### src/rtl/coin_acceptor_pkg.sv
// Shared vending definitions: coin codes handed to the vending machine and the
// sensor debounce state encoding.
package coin_acceptor_pkg;

    typedef enum logic [1:0] {
        COIN_NONE = 2'b00,
        COIN_5    = 2'b01,
        COIN_10   = 2'b10
    } coin_code_t;

    typedef enum logic [1:0] {
        DB_IDLE,
        DB_ARMING,
        DB_HELD,
        DB_RELEASING
    } db_state_t;

    // Debounce run counter width; covers DEBOUNCE_CYCLES up to 15.
    localparam int DB_CNT_W = 4;

endpackage

### src/rtl/coin_acceptor_if.sv
// Coin acceptor to vending machine link: coin code strobe, reject pulse,
// buffer occupancy and the machine's ready signal.
interface coin_acceptor_if
    import coin_acceptor_pkg::*;
#(
    parameter int FIFO_DEPTH = 4
);

    logic                         accept_en;
    coin_code_t                   in_code;
    logic                         coin_reject;
    logic [$clog2(FIFO_DEPTH):0]  fifo_count;

    modport master (
        input  accept_en,
        output in_code,
        output coin_reject,
        output fifo_count
    );

    modport slave (
        output accept_en,
        input  in_code,
        input  coin_reject,
        input  fifo_count
    );

endinterface

### src/rtl/coin_debounce.sv
// One coin sensor: 2-flop synchronizer followed by a 4-state debounce FSM that
// pulses detect_o once when a high level has been stable long enough.
module coin_debounce
    import coin_acceptor_pkg::*;
#(
    parameter int DEBOUNCE_CYCLES = 4
) (
    input  logic clk,
    input  logic reset,
    input  logic raw_i,
    output logic detect_o
);

    localparam logic [DB_CNT_W-1:0] LAST = DB_CNT_W'(DEBOUNCE_CYCLES - 1);

    logic                sync1_q, sync2_q;
    db_state_t           state_q, state_d;
    logic [DB_CNT_W-1:0] cnt_q, cnt_d;

    always_ff @(posedge clk) begin
        if (reset) begin
            sync1_q <= 1'b0;
            sync2_q <= 1'b0;
        end else begin
            sync1_q <= raw_i;
            sync2_q <= sync1_q;
        end
    end

    always_ff @(posedge clk) begin
        if (reset) begin
            state_q <= DB_IDLE;
            cnt_q   <= '0;
        end else begin
            state_q <= state_d;
            cnt_q   <= cnt_d;
        end
    end

    // The sample that leaves IDLE/HELD is not counted; DEBOUNCE_CYCLES more must follow.
    always_comb begin
        state_d  = state_q;
        cnt_d    = cnt_q;
        detect_o = 1'b0;
        case (state_q)
            DB_IDLE: begin
                if (sync2_q) begin
                    state_d = DB_ARMING;
                    cnt_d   = '0;
                end
            end
            DB_ARMING: begin
                if (!sync2_q) begin
                    state_d = DB_IDLE;
                    cnt_d   = '0;
                end else if (cnt_q == LAST) begin
                    state_d  = DB_HELD;
                    cnt_d    = '0;
                    detect_o = 1'b1;
                end else begin
                    cnt_d = cnt_q + 1'b1;
                end
            end
            DB_HELD: begin
                if (!sync2_q) begin
                    state_d = DB_RELEASING;
                    cnt_d   = '0;
                end
            end
            DB_RELEASING: begin
                if (sync2_q) begin
                    state_d = DB_HELD;
                    cnt_d   = '0;
                end else if (cnt_q == LAST) begin
                    state_d = DB_IDLE;
                    cnt_d   = '0;
                end else begin
                    cnt_d = cnt_q + 1'b1;
                end
            end
            default: begin
                state_d = DB_IDLE;
                cnt_d   = '0;
            end
        endcase
    end

endmodule

### src/rtl/coin_acceptor.sv
// Coin acceptor top: debounces both sensors, buffers validated coins in a small
// FIFO and hands them to the vending machine one strobe at a time.
module coin_acceptor
    import coin_acceptor_pkg::*;
#(
    parameter int DEBOUNCE_CYCLES = 4,
    parameter int FIFO_DEPTH      = 4
) (
    input  logic             clk,
    input  logic             reset,
    input  logic             coin5_raw,
    input  logic             coin10_raw,
    coin_acceptor_if.master  bus
);

    localparam int PTR_W = $clog2(FIFO_DEPTH);
    localparam int CNT_W = PTR_W + 1;

    logic det5, det10;

    coin_debounce #(
        .DEBOUNCE_CYCLES (DEBOUNCE_CYCLES)
    ) u_db5 (
        .clk      (clk),
        .reset    (reset),
        .raw_i    (coin5_raw),
        .detect_o (det5)
    );

    coin_debounce #(
        .DEBOUNCE_CYCLES (DEBOUNCE_CYCLES)
    ) u_db10 (
        .clk      (clk),
        .reset    (reset),
        .raw_i    (coin10_raw),
        .detect_o (det10)
    );

    coin_code_t             fifo_mem [FIFO_DEPTH];
    logic [PTR_W-1:0]       wr_ptr_q, wr_ptr_d;
    logic [PTR_W-1:0]       rd_ptr_q, rd_ptr_d;
    logic [CNT_W-1:0]       count_q, count_d;
    coin_code_t             in_code_q, in_code_d;
    logic                   reject_q, reject_d;

    logic                   jam, single, full, pop, push;
    coin_code_t             push_code;

    always_comb begin
        jam       = det5 & det10;
        single    = det5 ^ det10;
        push_code = det5 ? COIN_5 : COIN_10;
        full      = (count_q == CNT_W'(FIFO_DEPTH));
        // in_code_q doubles as "previous cycle's code", forcing an idle cycle between coins.
        pop       = bus.accept_en && (count_q != '0) && (in_code_q == COIN_NONE);
        push      = single && (!full || pop);
        reject_d  = jam || (single && full && !pop);
        in_code_d = pop ? fifo_mem[rd_ptr_q] : COIN_NONE;
        wr_ptr_d  = push ? wr_ptr_q + PTR_W'(1) : wr_ptr_q;
        rd_ptr_d  = pop ? rd_ptr_q + PTR_W'(1) : rd_ptr_q;
        count_d   = count_q + CNT_W'(push) - CNT_W'(pop);
    end

    always_ff @(posedge clk) begin
        if (reset) begin
            wr_ptr_q  <= '0;
            rd_ptr_q  <= '0;
            count_q   <= '0;
            in_code_q <= COIN_NONE;
            reject_q  <= 1'b0;
        end else begin
            wr_ptr_q  <= wr_ptr_d;
            rd_ptr_q  <= rd_ptr_d;
            count_q   <= count_d;
            in_code_q <= in_code_d;
            reject_q  <= reject_d;
        end
    end

    always_ff @(posedge clk) begin
        if (push) begin
            fifo_mem[wr_ptr_q] <= push_code;
        end
    end

    assign bus.in_code     = in_code_q;
    assign bus.coin_reject = reject_q;
    assign bus.fifo_count  = count_q;

endmodule
### src/flat_wrapper.sv
// flat-port wrapper written by rule: the top's interface ports become plain ports
module coin_acceptor_flat import coin_acceptor_pkg::*;
#(
    parameter int DEBOUNCE_CYCLES = 4,
    parameter int FIFO_DEPTH      = 4
)
  (clk, reset, coin5_raw, coin10_raw, bus_accept_en, bus_in_code, bus_coin_reject, bus_fifo_count);
  coin_acceptor_if #(.FIFO_DEPTH(FIFO_DEPTH)) bus_i ();
  input  logic clk;
  input  logic reset;
  input  logic coin5_raw;
  input  logic coin10_raw;
  input wire logic [$bits(bus_i.accept_en)-1:0] bus_accept_en;
  output wire logic [$bits(bus_i.in_code)-1:0] bus_in_code;
  output wire logic [$bits(bus_i.coin_reject)-1:0] bus_coin_reject;
  output wire logic [$bits(bus_i.fifo_count)-1:0] bus_fifo_count;
  assign bus_i.accept_en = bus_accept_en;
  assign bus_in_code = bus_i.in_code;
  assign bus_coin_reject = bus_i.coin_reject;
  assign bus_fifo_count = bus_i.fifo_count;
  coin_acceptor #(.DEBOUNCE_CYCLES(DEBOUNCE_CYCLES), .FIFO_DEPTH(FIFO_DEPTH)) u_core (.clk(clk), .reset(reset), .coin5_raw(coin5_raw), .coin10_raw(coin10_raw), .bus(bus_i));
endmodule
### config.mk
export PLATFORM = sky130hd
export DESIGN_NAME = coin_acceptor_flat
export DESIGN_NICKNAME = d
export VERILOG_FILES = /design/src/rtl/coin_acceptor_pkg.sv /design/src/rtl/coin_acceptor_if.sv /design/src/rtl/coin_debounce.sv /design/src/rtl/coin_acceptor.sv /design/src/flat_wrapper.sv
export SDC_FILE = /design/constraint.sdc
export NUM_CORES = 1
export LEC_CHECK = 0
export BUFFER_PORTS_ARGS = -buffer_cell sky130_fd_sc_hd__buf_2
export CORE_MARGIN = 1.5
export CORE_UTILIZATION = 53
export DETAILED_ROUTE_END_ITERATION = 7
export HOLD_SLACK_MARGIN = 0.05
export MAX_ROUTING_LAYER = met4
export PLACE_DENSITY = 0.74
export SETUP_SLACK_MARGIN = 0.02
export SYNTH_ARGS = -nofsm -noshare
export SYNTH_HDL_FRONTEND = slang
export SYNTH_SLANG_ARGS = --single-unit
### constraint.sdc
create_clock -name clk -period 2.75 [get_ports clk]
set_input_delay 0.55 -clock clk [delete_from_list [all_inputs] [get_ports clk]]
set_output_delay 0.55 -clock clk [all_outputs]
set_load 0.02 [all_outputs]
==> flow_metrics.env <==
export IMPL_cts_made_buffers=5
export IMPL_antennaDiodeCount=0
export IMPL_slew_headroom=0.6623
export IMPL_dpl_instance_area_um2=1675
export IMPL_finalInstanceArea_um2=1795
export IMPL_ir_drop_v=0.0004286
export IMPL_grt_overflow_total=0
export IMPL_synth_area_leaders="dfxtp_1 33%, edfxtp_1 15%, ha_1 7.1%, nand3b_1 3.8%, mux4_2 2.8%"
export IMPL_rows=19
export IMPL_hold_path_class="input port to flop"
export IMPL_core_um2=2805
export IMPL_die_w_um=57.78
export IMPL_wirelength_um=2685
export IMPL_cp_required_ps=2980
export IMPL_track_usage=0.1855
export IMPL_wl_per_cell_um=13.91
export IMPL_synth_flop_cell="dfxtp_1"
export IMPL_synth_nets=158
export IMPL_clock_path_buffers=2
export IMPL_hold_buffers=0
export IMPL_instances_no_fill=193
export IMPL_synth_edff_count=8
export IMPL_critPathTopFamily="adder cells"
export IMPL_clock_skew_ps=13.86
export IMPL_regArea_um2=765.7
export IMPL_yosys_area_top_type_share=0.3273
export IMPL_min_period_ps=2539
export IMPL_synth_distinct_cells=36
export IMPL_rsz0062_at_grt="no"
export IMPL_cts_tree="built"
export IMPL_htree_levels=2
export IMPL_fin_total_pwr_mw=1.141
export IMPL_setup_violations=0
export IMPL_ys_seq_area_frac=0.4784
export IMPL_slowest_delay_ps=370
export IMPL_setup_ws_ps=211.3
export IMPL_slowest_stage="dfxtp_2"
export IMPL_p_leak_nw=0.6461
export IMPL_drive_gt1_frac=0.2654
export IMPL_first_pass_iters=4
export IMPL_clk_pin_slew_ps=110
export IMPL_vias_per_cell=5.699
export IMPL_path_buf_inv=1
export IMPL_clock_sinks=34
export IMPL_die_area_um2=3338
export IMPL_worstSetupStartpointType="flop"
export IMPL_ys_async_sr_fraction=0
export IMPL_finalSetupTns_ps=0
export IMPL_path_depth=11
export IMPL_fmax_ghz=0.3939
export IMPL_n_fill_cell=241
export IMPL_final_cell_mix="22 x dfxtp_1, 10 x buf_2"
export IMPL_status="finished clean"
export IMPL_gp_congestion=0.7974
export IMPL_critPathKind="flop to flop"
export IMPL_post_route_drc_count=0
export IMPL_syn_inst=143
export IMPL_worst_slew_pin_slew_ps=506.6
export IMPL_start_util=0.5669
export IMPL_vias=1100
export IMPL_grt_pass1_vias=1055
export IMPL_dp_slack_ps=-34.44
export IMPL_io_buffers=10
export IMPL_antenna_left=0
export IMPL_die_height_um=57.78
export IMPL_area_delta_synth_final_pct=12.90
export IMPL_place_hpwl_um=1884
export IMPL_reg2reg_depth=11
export IMPL_grt_pass1_wl_um=4533
export IMPL_hold_viol=0
export IMPL_placedCellCount=182
export IMPL_p_per_area_nw_per_um2=635.6
export IMPL_synth_top_area_cell="dfxtp_1"
export IMPL_final_util=0.6401
export IMPL_antenna_found_initial=0
export IMPL_min_period_over_period=0.9232
export IMPL_yosysWarningCount=0
export IMPL_cp_arrival_ps=2770
export IMPL_drv_slew=0
export IMPL_final_nets=176
export IMPL_ios=11
export IMPL_grt_max_degree=32
export IMPL_end_kind="flop"
export IMPL_path_max_fanout=7
export IMPL_drt_iter0_markers=29
export IMPL_avgSynthCellArea_um2=11.12
export IMPL_clk_latency_ps=340
export IMPL_syn_cell_area_um2=1590
export IMPL_synth_seq_cells=34
export IMPL_hold_ws_ps=428.8
export IMPL_hold_path_depth=2
export IMPL_layout_commonest_cell="dfxtp_1"
export IMPL_crit_path_cell_trace="ha_2 > nor4bb_4 > and3b_1 > ha_1 > inv_2 > a31oi_4 > ha_2 > fa_1 > xnor2_1 > xnor2_1 > nor2_1"
export IMPL_root_buffer="clkbuf_4"
export IMPL_drv_cap=0
export IMPL_multi_input_area_um2=798.3
Yosys cell counts, types with 4 or more instances:
| master | instances |
|---|---|
| a21oi_1 | 7 |
| and2_1 | 4 |
| clkbuf_1 | 4 |
| dfxtp_1 | 26 |
| edfxtp_1 | 8 |
| ha_1 | 9 |
| inv_1 | 10 |
| nand2b_1 | 4 |
| nand3_1 | 4 |
| nand3b_1 | 8 |
| nor2_1 | 8 |
| nor2b_1 | 7 |
| xnor2_1 | 5 |
layout make-up:
cell class | instances | area share
tap | 31 | 0.02160
timing repair buffer | 16 | 0.05296
clock inverter | 1 | 0.002787
clock buffer | 7 | 0.03066
sequential | 34 | 0.4265
multi-input combinational | 94 | 0.4446
inverter | 10 | 0.02091
power by group:
| group | internal [mW] | switching (mW) | leakage, nW |
|---|---|---|---|
| logic | 0.125 | 0.140 | 0.343 |
| registers | 0.542 | 0.0390 | 0.268 |
| clock network | 0.124 | 0.170 | 0.0353 |
| total | 0.792 | 0.349 | 0.646 |
final timing paths:
kind | from | to | slack (ps)
hold reg to reg | u_core.u_db10.sync1_q | u_core.u_db10.sync2_q | 450
hold / removal | coin10_raw | u_core.u_db10.sync1_q | 430
setup / recovery | u_core.u_db10.cnt_q[0] | u_core.bus.fifo_count[2] | 210
setup reg to reg | u_core.u_db10.cnt_q[0] | u_core.bus.fifo_count[2] | 210
logic make-up after synthesis:
kind of cell	share of synthesized area
multiplexers	0.06137
AND/OR/NAND/NOR	0.2274
XOR/XNOR	0.04406
flip-flops	0.4784
AO/OA/AOI/OAI	0.06530
buffers and inverters	0.04013
adder cells (fa/ha/maj)	0.08340
registers in the layout (all words and copies together) (netlist names), named ones only:
signal / flops
u_core.bus.coin_reject: 1
u_core.bus.fifo_count: 3
u_core.bus.in_code: 2
u_core.fifo_mem: 8
u_core.rd_ptr_q: 2
u_core.u_db10.cnt_q: 4
u_core.u_db10.state_q: 1
u_core.u_db10.sync1_q: 1
u_core.u_db10.sync2_q: 1
u_core.u_db5.cnt_q: 4
u_core.u_db5.state_q: 1
u_core.u_db5.sync1_q: 1
u_core.u_db5.sync2_q: 1
u_core.wr_ptr_q: 2
routing by layer:
layer	up-vias	global-route usage	wire length, µm
li1	544	-	-
met1	528	0.1959	1133
met2	21	0.3019	1385
met3	7	0.07813	117
met4	0	0.08306	48
met5	-	-	0
repair_timing:
action                                  4_1_cts  5_1_grt
buffers inserted                              1        2
pin swaps                                     0        2
endpoints found under the setup margin        1        1
gates resized for setup                       1       11
endpoints found under the hold margin         0        0
(Power assumes the default switching activity.)
